--- src/rtl/fifo_rd_ctrl.sv ---
// fifo_rd_ctrl: read-side controller of a dual-clock FIFO, entirely in the rclk domain.
//   Synchronizes the write pointer and keeps the read pointer.
//   Produces the empty flag plus the read address and read enable for the memory.
//   Converts the memory's one-cycle registered read into a valid/ready stream.
//   The stream runs at full throughput and loses no word under backpressure.
// Ports:
//   rclk, rrst       clock; asynchronous active-high reset
//   wptr_gray        Gray write pointer from the write domain (unsynchronized)
//   rptr_gray        registered Gray read pointer, to the write-domain synchronizer
//   raddr, rclken    memory read address / read enable
//   rempty           registered empty flag
//   mem_rdata        registered memory read data (stage 1)
//   dout, dout_valid output word and its valid flag (stage 2)
//   dout_ready       downstream accepts dout this cycle
//   rlevel           words in memory not yet fetched (pipeline excluded)
module fifo_rd_ctrl #(
  parameter int DATASIZE = 8,
  parameter int ADDRSIZE = 4
) (
  input  logic                rclk,
  input  logic                rrst,
  input  logic [ADDRSIZE:0]   wptr_gray,
  output logic [ADDRSIZE:0]   rptr_gray,
  output logic [ADDRSIZE-1:0] raddr,
  output logic                rclken,
  output logic                rempty,
  input  logic [DATASIZE-1:0] mem_rdata,
  output logic [DATASIZE-1:0] dout,
  output logic                dout_valid,
  input  logic                dout_ready,
  output logic [ADDRSIZE:0]   rlevel
);

  logic [ADDRSIZE:0] rq1, rq2;
  logic [ADDRSIZE:0] rbin, rbinnext, rgraynext, wbin_s;
  logic              s1_v, adv, fetch;

  always_comb begin
    // Stage 1 moves into dout when dout is empty or being consumed.
    adv       = s1_v && (!dout_valid || dout_ready);
    // Fetch only when stage 1 will be free at the next edge.
    fetch     = !rempty && (!s1_v || adv);
    rbinnext  = rbin + {{ADDRSIZE{1'b0}}, fetch};
    rgraynext = (rbinnext >> 1) ^ rbinnext;
    // Gray to binary: bit i is the XOR of all Gray bits at or above i.
    wbin_s = '0;
    for (int i = 0; i <= ADDRSIZE; i++) begin
      wbin_s[i] = ^(rq2 >> i);
    end
  end

  assign raddr  = rbin[ADDRSIZE-1:0];
  assign rclken = fetch;

  always_ff @(posedge rclk or posedge rrst) begin
    if (rrst) begin
      rq1        <= '0;
      rq2        <= '0;
      rbin       <= '0;
      rptr_gray  <= '0;
      rempty     <= 1'b1;
      s1_v       <= 1'b0;
      dout_valid <= 1'b0;
      dout       <= '0;
      rlevel     <= '0;
    end else begin
      rq1       <= wptr_gray;
      rq2       <= rq1;
      rbin      <= rbinnext;
      rptr_gray <= rgraynext;
      // Compare against the post-fetch pointer so the last fetch sets empty on the same edge.
      rempty    <= (rgraynext == rq2);
      s1_v      <= fetch | (s1_v & ~adv);
      if (adv) begin
        dout       <= mem_rdata;
        dout_valid <= 1'b1;
      end else if (dout_ready) begin
        dout_valid <= 1'b0;
      end
      rlevel    <= wbin_s - rbinnext;
    end
  end

endmodule

--- config.mk ---
export PLATFORM = sky130hd
export DESIGN_NAME = fifo_rd_ctrl
export DESIGN_NICKNAME = d
export VERILOG_FILES = /design/src/rtl/fifo_rd_ctrl.sv
export SDC_FILE = /design/constraint.sdc
export NUM_CORES = 1
export LEC_CHECK = 0
export ABC_AREA = 1
export CAP_MARGIN = 25
export CORE_UTILIZATION = 25
export CTS_CLUSTER_SIZE = 14
export DETAILED_ROUTE_END_ITERATION = 10
export PLACE_DENSITY = 0.57
export SLEW_MARGIN = 20
export SYNTH_ARGS = -nofsm -noshare
export SYNTH_HDL_FRONTEND = slang
export SYNTH_SLANG_ARGS = --single-unit
--- constraint.sdc ---
create_clock -name rclk -period 2.5 [get_ports rclk]
set_input_delay 0.25 -clock rclk [delete_from_list [all_inputs] [get_ports rclk]]
set_output_delay 0.25 -clock rclk [all_outputs]
set_load 0.005 [all_outputs]
* After elaboration in Yosys (flattened, before gate mapping)
Cells that the tools add are included.
Storage, ports and cells: bits of input ports 16, bits in registers 36, logic and storage cells 31
Operators by class: bitwise operators 4, reductions and logical operators 13, muxes and demuxes 2, eq/ne operators 1, add/sub/neg operators 2
Operators with widths (count):
- $reduce_xor 5->1 | 5
- $add 5x1->5 | 1
- $eq 5x5->1 | 1
- $sub 5x5->5 | 1
- $xor 4x5->5 | 1
- $logic_not 1->1 | 3
- $logic_and 1x1->1 | 2
- $logic_or 1x1->1 | 2
- $mux 1 | 2
- $reduce_bool 2->1 | 1
- $and 1x1->1 | 1
- $not 1->1 | 1
- $or 1x1->1 | 1

* Logic depth before layout (Yosys ltp)
Gate-level depths: netlist (run 1).
word-level depth 8, mapped depth 16

* Worst setup path before layout (run 1)
OpenSTA, ideal clock, no wires.
kind reg-to-reg, from register rempty, to register rlevel[4], data arrival time 2122 ps, path slack 255 ps, period minus slack after synthesis 2245 ps, stages on the path, launching flop included 13, setup time 123 ps, cells stage by stage dfstp_2 -> o21bai_1 -> inv_1 -> ha_1 -> ha_1 -> nand2_1 -> nand2_2 -> ha_1 -> inv_1 -> nor2_1 -> o21ai_0 -> nand2_1 -> xnor2_1
On the way: longest elaborated chain between the ends 4
RTL lines:
- from (decl) | line 26 | output logic rempty,
- from (signal assigned) | line 72 | rempty <= (rgraynext == rq2);
- $logic_not 1->1 | line 42 | fetch = !rempty && (!s1_v || adv);
- $logic_and 1x1->1 | line 42
- net rclken | line 25 | output logic rclken,
- $add 5x1->5 | line 43 | rbinnext = rbin + {{ADDRSIZE{1'b0}}, fetch};
- $sub 5x5->5 | line 80 | rlevel <= wbin_s - rbinnext;
- to (signal assigned) | line 80
- to (decl) | line 31 | output logic [ADDRSIZE:0] rlevel
The timed path passes the listed nets, and every way through them passes these cells. A chain may end at the register's enable or synchronous reset.

* Worst setup path after layout (run 1)
from register rempty, to register rlevel[3]
On the way: longest elaborated chain between the ends 4
RTL lines (line):
- $logic_not 1->1 | 42
- $logic_and 1x1->1 | 42
- $add 5x1->5 | 43
- $sub 5x5->5 | 80
No other way between the ends.

==> run summary, run 1 <==
delay of the slowest critical-path stage: 0.54 ns
Worst Skew: 0.00993 ns
Final Setup Violations: 0
gp weighted congestion: 0.801
Worst-path clk slew: 0.08 ns
Synth Net Count: 166
clock latency on the worst-skew pair: 0.29 ns
total wire length: 2780 microns
area post-placement: 2070 sq um
Max Slew Vio Count: 0
TritonCTS Sinks: 35
worst endpoint data arrival time: 2.41 ns
status: finished clean
worst r2r src: rempty
synth warn: 0
syn avg cell area: 10.6 sq um
Fmax achieved: 0.452 GHz
die height: 80.2 microns
cell count after synthesis: 144
row cnt: 28
I/O pin count: 41
Setup CP Type: flip-flop to flip-flop
Core ar.: 5920 sq um
I/O Buffers: 40
Max-Cap Viols: 0
CP Launch Type: flip-flop
largest net degree at the start of global routing: 36
DR DRC count: 0
initial antenna violation count: 0
antenna-violating nets left: 0
# nets final: 220
leakage: 0.00105 uW
# Post-CTS Setup Buffers: 0
Tightest Pin Transition: 0.441 ns
most frequent CP cell: ha_1
# diodes: 0
Req. time, crit path: 2.70 ns
setup_tns: 0 ns
Layout area overhead: 44.5%
Starting DRT DRC Count: 37
layout cells sized above 1: 16.6%
fin crit period: 2.21 ns
CTS buffer count: 5
sequential-to-total area share from yosys stat: 57.4%
Final Power: 2700 uW
wire length per cell after detailed routing: 10.1 microns
final instance area: 2210 sq um
endpoint class of the critical path: flip-flop
final hold vios: 0
Crit-path slowest cell: dfstp_2
die width: 80.2 microns
PD cells: 1220 nW/um^2
clock root cell: clkbuf_8
Vias/cell: 4.01
Post-CTS Hold Buffers: 0
Post-CTS Resized: 0
number of global-route vias before repair: 1033
RSZ-0062 raised after global routing: no
critical path buffer and inverter count: 1
Post-Syn Area: 1530 sq um
pre-CTS setup slack: -0.0122 ns
Hold/Removal Path Class: input pin to async pin
CP Cell Sequence: o21bai_1, inv_1, ha_1, ha_1, nand2_1, nand2_2, ha_1, a21oi_1, o21ai_0, xnor2_1
Setup crit start: rempty
detailed-route via count: 1098
relative slew slack: 70.6%
Overflow after GRT: 0
delay-heaviest family, CP: adder cells
Final WS setup: 0.289 ns
global-route wire length before repair: 4670 microns
critical path fanouts, max: 4
H-tree depth: 2
post-detail-place hpwl: 2170 microns
1st-pass router iterations: 4
GRT Total Usage: 9.92%
Initial Util: 25.8%
VDD IR max: 0.348 mV
final core occ: 37.3%
die area: 6430 sq um
Tcrit/Tclk final: 88.4%
Yosys cell types: 21
Clock Tree Buf Depth: 2
CTS tree: done
Seq cells post-synth: 35
==> worst paths after layout <==
path	cells past startpoint	endpoint	slack (ns)
max in group asynchronous	3	rempty	1.80
min	3	rq1[4]	0.35
min reg2reg	0	rq2[0]	0.35
max	10	rlevel[3]	0.29
min in group rclk	0	rq2[0]	0.35
max reg2reg	10	rlevel[3]	0.29
==> through the flow <==
step           hold slack (ns)  instances
2_1_floorplan            0.281        144
3_3_place_gp             0.334        266
3_5_place_dp             0.339        266
4_1_cts                  0.350        274
5_1_grt                  0.355        274
6_report                 0.345        274
==> cells in the mapped netlist <==
library cell  instances  area [sq um]
a21oi_1               1          5.00
o21bai_1              1          7.51
nor2_1                3          11.3
nand4_1               3          18.8
inv_2                 1          3.75
dfrtp_1              34           851
xnor2_1               3          26.3
or2_1                 1          6.26
fa_1                  1          20.0
nand2_1              34           128
nand2_2               4          25.0
buf_6                 1          11.3
ha_1                  5          62.6
inv_1                21          78.8
xnor2_2               2          32.5
o21ai_0               3          15.0
mux2_2                8          90.1
dfstp_2               1          26.3
nand3_4               1          17.5
xor2_1                3          26.3
nand3_1              13          65.1
==> state kept, by name, indices dropped and copies added, names as in the netlist <==
signal      count
s1_v            1
rq2             5
rbin            5
dout_valid      1
rlevel          5
rq1             5
dout            8
rptr_gray       4
rempty          1
==> report_power, final <==
group          total, uW  internal, uW  switching (uW)  leakage (uW)
Combinational       1250           666             586      0.000580
Clock                608           398             211     0.0000644
Sequential           844           740             104      0.000403
==> per-layer routing <==
metal  up-vias  global-route usage, %  share of wire [%]
li1        561                      -                  -
met1       504                   12.2                 45
met2        27                   15.5                 49
met3         6                   3.07                4.3
met4         0                   5.36                2.4
met5         -                      0                  0
==> cell type report <==
cell class / instances / area (sq um)
clock buffers: 5 / 68.8
clock inverters: 3 / 67.6
fillers: 590 / 3710
inverters: 22 / 82.6
multi-input cells: 86 / 557
flip-flops and latches: 35 / 877
well taps: 75 / 93.8
repair buffers: 48 / 460
==> layout by cell type, fill, tap and decap left out, types with 2 or more instances in the layout <==
master / netlist / layout
mux2_2: 8 / 8
xor2_1: 3 / 3
xnor2_2: 2 / 2
nor2_1: 3 / 3
xnor2_1: 3 / 3
nand3_1: 13 / 13
nand4_1: 3 / 3
bufinv_16: 0 / 2
nand2_1: 34 / 34
o21ai_0: 3 / 3
ha_1: 5 / 5
inv_1: 21 / 21
clkbuf_8: 0 / 5
clkdlybuf4s50_1: 0 / 40
buf_4: 0 / 8
dfrtp_1: 34 / 34
nand2_2: 4 / 4
==> worst reg2reg max path, stage by stage (launching register included) <==
cell and delay [ns]:
dfstp_2 0.54, o21bai_1 0.10, inv_1 0.07, ha_1 0.20, ha_1 0.21, nand2_1 0.11, nand2_2 0.07, ha_1 0.33
a21oi_1 0.16, o21ai_0 0.12, xnor2_1 0.21
==> cell families (layout without fill, tap and decap cells) <==
kind of cell / after synthesis / after routing / share of synthesized area, %
AND/OR/NAND/NOR: 59 / 59 / 17.8
flip-flops: 35 / 35 / 57.4
buffers and inverters: 23 / 78 / 6.14
XOR/XNOR: 8 / 8 / 5.57
multiplexers: 8 / 8 / 5.90
adder cells (fa/ha/maj): 6 / 6 / 5.41
AO/OA/AOI/OAI: 5 / 5 / 1.80
No activity file was read; power rests on OpenSTA's default activity.
==> run 2: changes to the inputs <==
--- a/config.mk
+++ b/config.mk
@@ -8,7 +8,6 @@
 export ABC_AREA = 1
 export CAP_MARGIN = 25
 export CORE_UTILIZATION = 25
-export CTS_CLUSTER_SIZE = 14
 export DETAILED_ROUTE_END_ITERATION = 10
 export PLACE_DENSITY = 0.57
 export SLEW_MARGIN = 20
==> results of run 2 <==
Final layout, timing and power as in run 1 (identical DEF).
==> run 3: changes to the inputs <==
--- a/config.mk
+++ b/config.mk
@@ -9,8 +9,8 @@
 export CAP_MARGIN = 25
 export CORE_UTILIZATION = 25
 export DETAILED_ROUTE_END_ITERATION = 10
-export PLACE_DENSITY = 0.57
-export SLEW_MARGIN = 20
+export DONT_BUFFER_PORTS = 1
+export PLACE_DENSITY = 0.48
 export SYNTH_ARGS = -nofsm -noshare
 export SYNTH_HDL_FRONTEND = slang
 export SYNTH_SLANG_ARGS = --single-unit
==> run summary, run 3 (same netlist as run 1, synthesis figures left out) <==
status: finished with violations
violated checks: hold timing
detailed-route via count: 959 (-13%)
VDD IR max: 0.395 mV (+13%)
Biggest register: dout
setup_tns: 0 ns (unchanged)
clock latency on the worst-skew pair: 0.28 ns (about the same)
global-route wire length before repair: 4620 microns (-1.2%)
endpoint class of the critical path: flip-flop
Clock Tree Buf Depth: 2 (unchanged)
CP Launch Type: flip-flop
Worst Skew: 0.00362 ns (-0.00631 ns)
Final Non-Filler Cells: 233 (-15%)
1st-pass router iterations: 4 (unchanged)
most common cell after layout, fill and taps aside: dfrtp_1
DR DRC count: 0 (unchanged)
Fin Hold WS: -0.0176 ns (-0.363 ns)
worst endpoint data arrival time: 2.45 ns (+0.04 ns)
r2r setup slk: 0.22 ns (-0.07 ns)
largest net degree at the start of global routing: 21 (-42%)
gp weighted congestion: 0.735 (-8.3%)
die width: 80.2 microns (unchanged)
GRT Total Usage: 9.71% (-0.21 points)
Vias/cell: 4.12 (+2.7%)
row cnt: 28 (unchanged)
relative slew slack: 50.5% (-20 points)
H-tree depth: 2 (unchanged)
die height: 80.2 microns (unchanged)
critical path fanouts, max: 5 (+1)
CTS buffer count: 5 (unchanged)
Hold/Removal Path Class: input pin to async pin
number of global-route vias before repair: 954 (-7.6%)
Final Power: 2170 uW (-20%)
initial antenna violation count: 0 (unchanged)
I/O Buffers: 0 (-100%)
Initial Util: 25.8% (unchanged)
Core ar.: 5920 sq um (unchanged)
Final Setup Violations: 0 (unchanged)
antenna-violating nets left: 0 (unchanged)
I/O pin count: 41 (unchanged)
Req. time, crit path: 2.67 ns (-0.03 ns)
fin crit period: 2.28 ns (+0.0705 ns)
placed cells: 220 (-17%)
final core occ: 30.1% (-7.2 points)
Overflow after GRT: 0 (unchanged)
Crit-path slowest cell: dfstp_2
Worst-path clk slew: 0.07 ns (about the same)
wire length per cell after detailed routing: 11.9 microns (+18%)
Tightest Pin Transition: 0.742 ns (+0.300 ns)
most frequent cells in the layout: 34 x dfrtp_1, 33 x nand2_1, 21 x inv_1
post-detail-place hpwl: 2140 microns (-1.3%)
Fmax achieved: 0.438 GHz (-3.1%)
final hold vios: 18 (+18)
clock root cell: clkbuf_8
PD cells: 1220 nW/um^2 (-0.44%)
CP Cell Sequence: o21bai_1, inv_1, ha_1, ha_2, nand2_1, nand2_2, ha_1, inv_1, nor2_1, o21ai_0, nand2_1, xnor2_1
total wire length: 2770 microns (about the same)
RSZ-0062 raised after global routing: no
die area: 6430 sq um (unchanged)
# nets final: 179 (-19%)
TritonCTS Sinks: 35 (unchanged)
delay of the slowest critical-path stage: 0.55 ns (about the same)
area post-placement: 1630 sq um (-22%)
final instance area: 1780 sq um (-19%)
CTS tree: done
Setup CP Type: flip-flop to flip-flop
Layout area overhead: 16.5%
Max-Cap Viols: 0 (unchanged)
# diodes: 0 (unchanged)
Tcrit/Tclk final: 91.3% (+2.8 points)
max reg flops: 8 (unchanged)
leakage: 0.000868 uW (-17%)
Max Slew Vio Count: 0 (unchanged)
# Post-CTS Setup Buffers: 0 (unchanged)
Starting DRT DRC Count: 64 (+73%)
layout cells sized above 1: 17.7% (+1.1 points)
[run 3: cell count changes in the layout (fill, tap and decap cells not counted), sizes merged]
cell / previous run / this run
clkdlybuf4s50: 40 / 0
buf: 8 / 2
dlygate4sd3: 0 / 5
clkbuf: 5 / 8
bufinv: 2 / 0
clkinvlp: 1 / 0
[run 3: per-stage QoR]
stage / setup slack, ns / hold slack (ns)
final: 0.219 / -0.0176
after global routing: 0.0181 / 0.0473
after CTS: 0.151 / 0.0134
after detailed placement: 0.166 / 0.281
after global placement: 0.200 / 0.281
after floorplan: 0.255 / 0.281
[run 3: critical path: cells and delay by family, from the launching register on]
kind	cells	cell delay (ns)
AO/OA/AOI/OAI	2	0.24
XOR/XNOR	1	0.12
adder cells (fa/ha/maj)	3	0.77
buffers and inverters	2	0.16
flip-flops	1	0.55
AND/OR/NAND/NOR	4	0.33
[run 3: path summary, 6_finish.rpt]
check | cells after the start | startpoint | endpoint
min | 1 | rrst | rq1[3]
max in group asynchronous | 2 | rrst | rq2[0]
min in group rclk | 1 | mem_rdata[3] | dout[3]
min reg2reg | 0 | rq1[3] | rq2[3]
max reg2reg | 12 | rempty | rlevel[4]
max | 12 | rempty | rlevel[4]
[run 3: power by group]
part           switching [uW]  total, uW  internal [uW]
Sequential                149        891            742
Combinational             494        834            340
Clock                     195        446            251
Total                     838       2170           1330
[run 3: area by class of cell]
class,instances,area (sq um)
fillers,607,4140
flip-flops and latches,35,877
multi-input cells,86,562
clock buffers,8,100
well taps,75,93.8
inverters,22,82.6
repair buffers,7,65.1
[run 3: layer usage]
metal	wire, microns	vias up	global-route usage (%)
li1	-	474	-
met1	1210	455	11.7
met4	57	0	4.82
met5	0	-	0
met2	1290	24	14.4
met3	221	6	4.66
[run 3: repair_timing]
item                                   in CTS  in global routing
setup endpoints to repair                   0                  2
resized for setup                           0                  2
endpoints found under the hold margin       5                  0
hold buffers                                5                  0
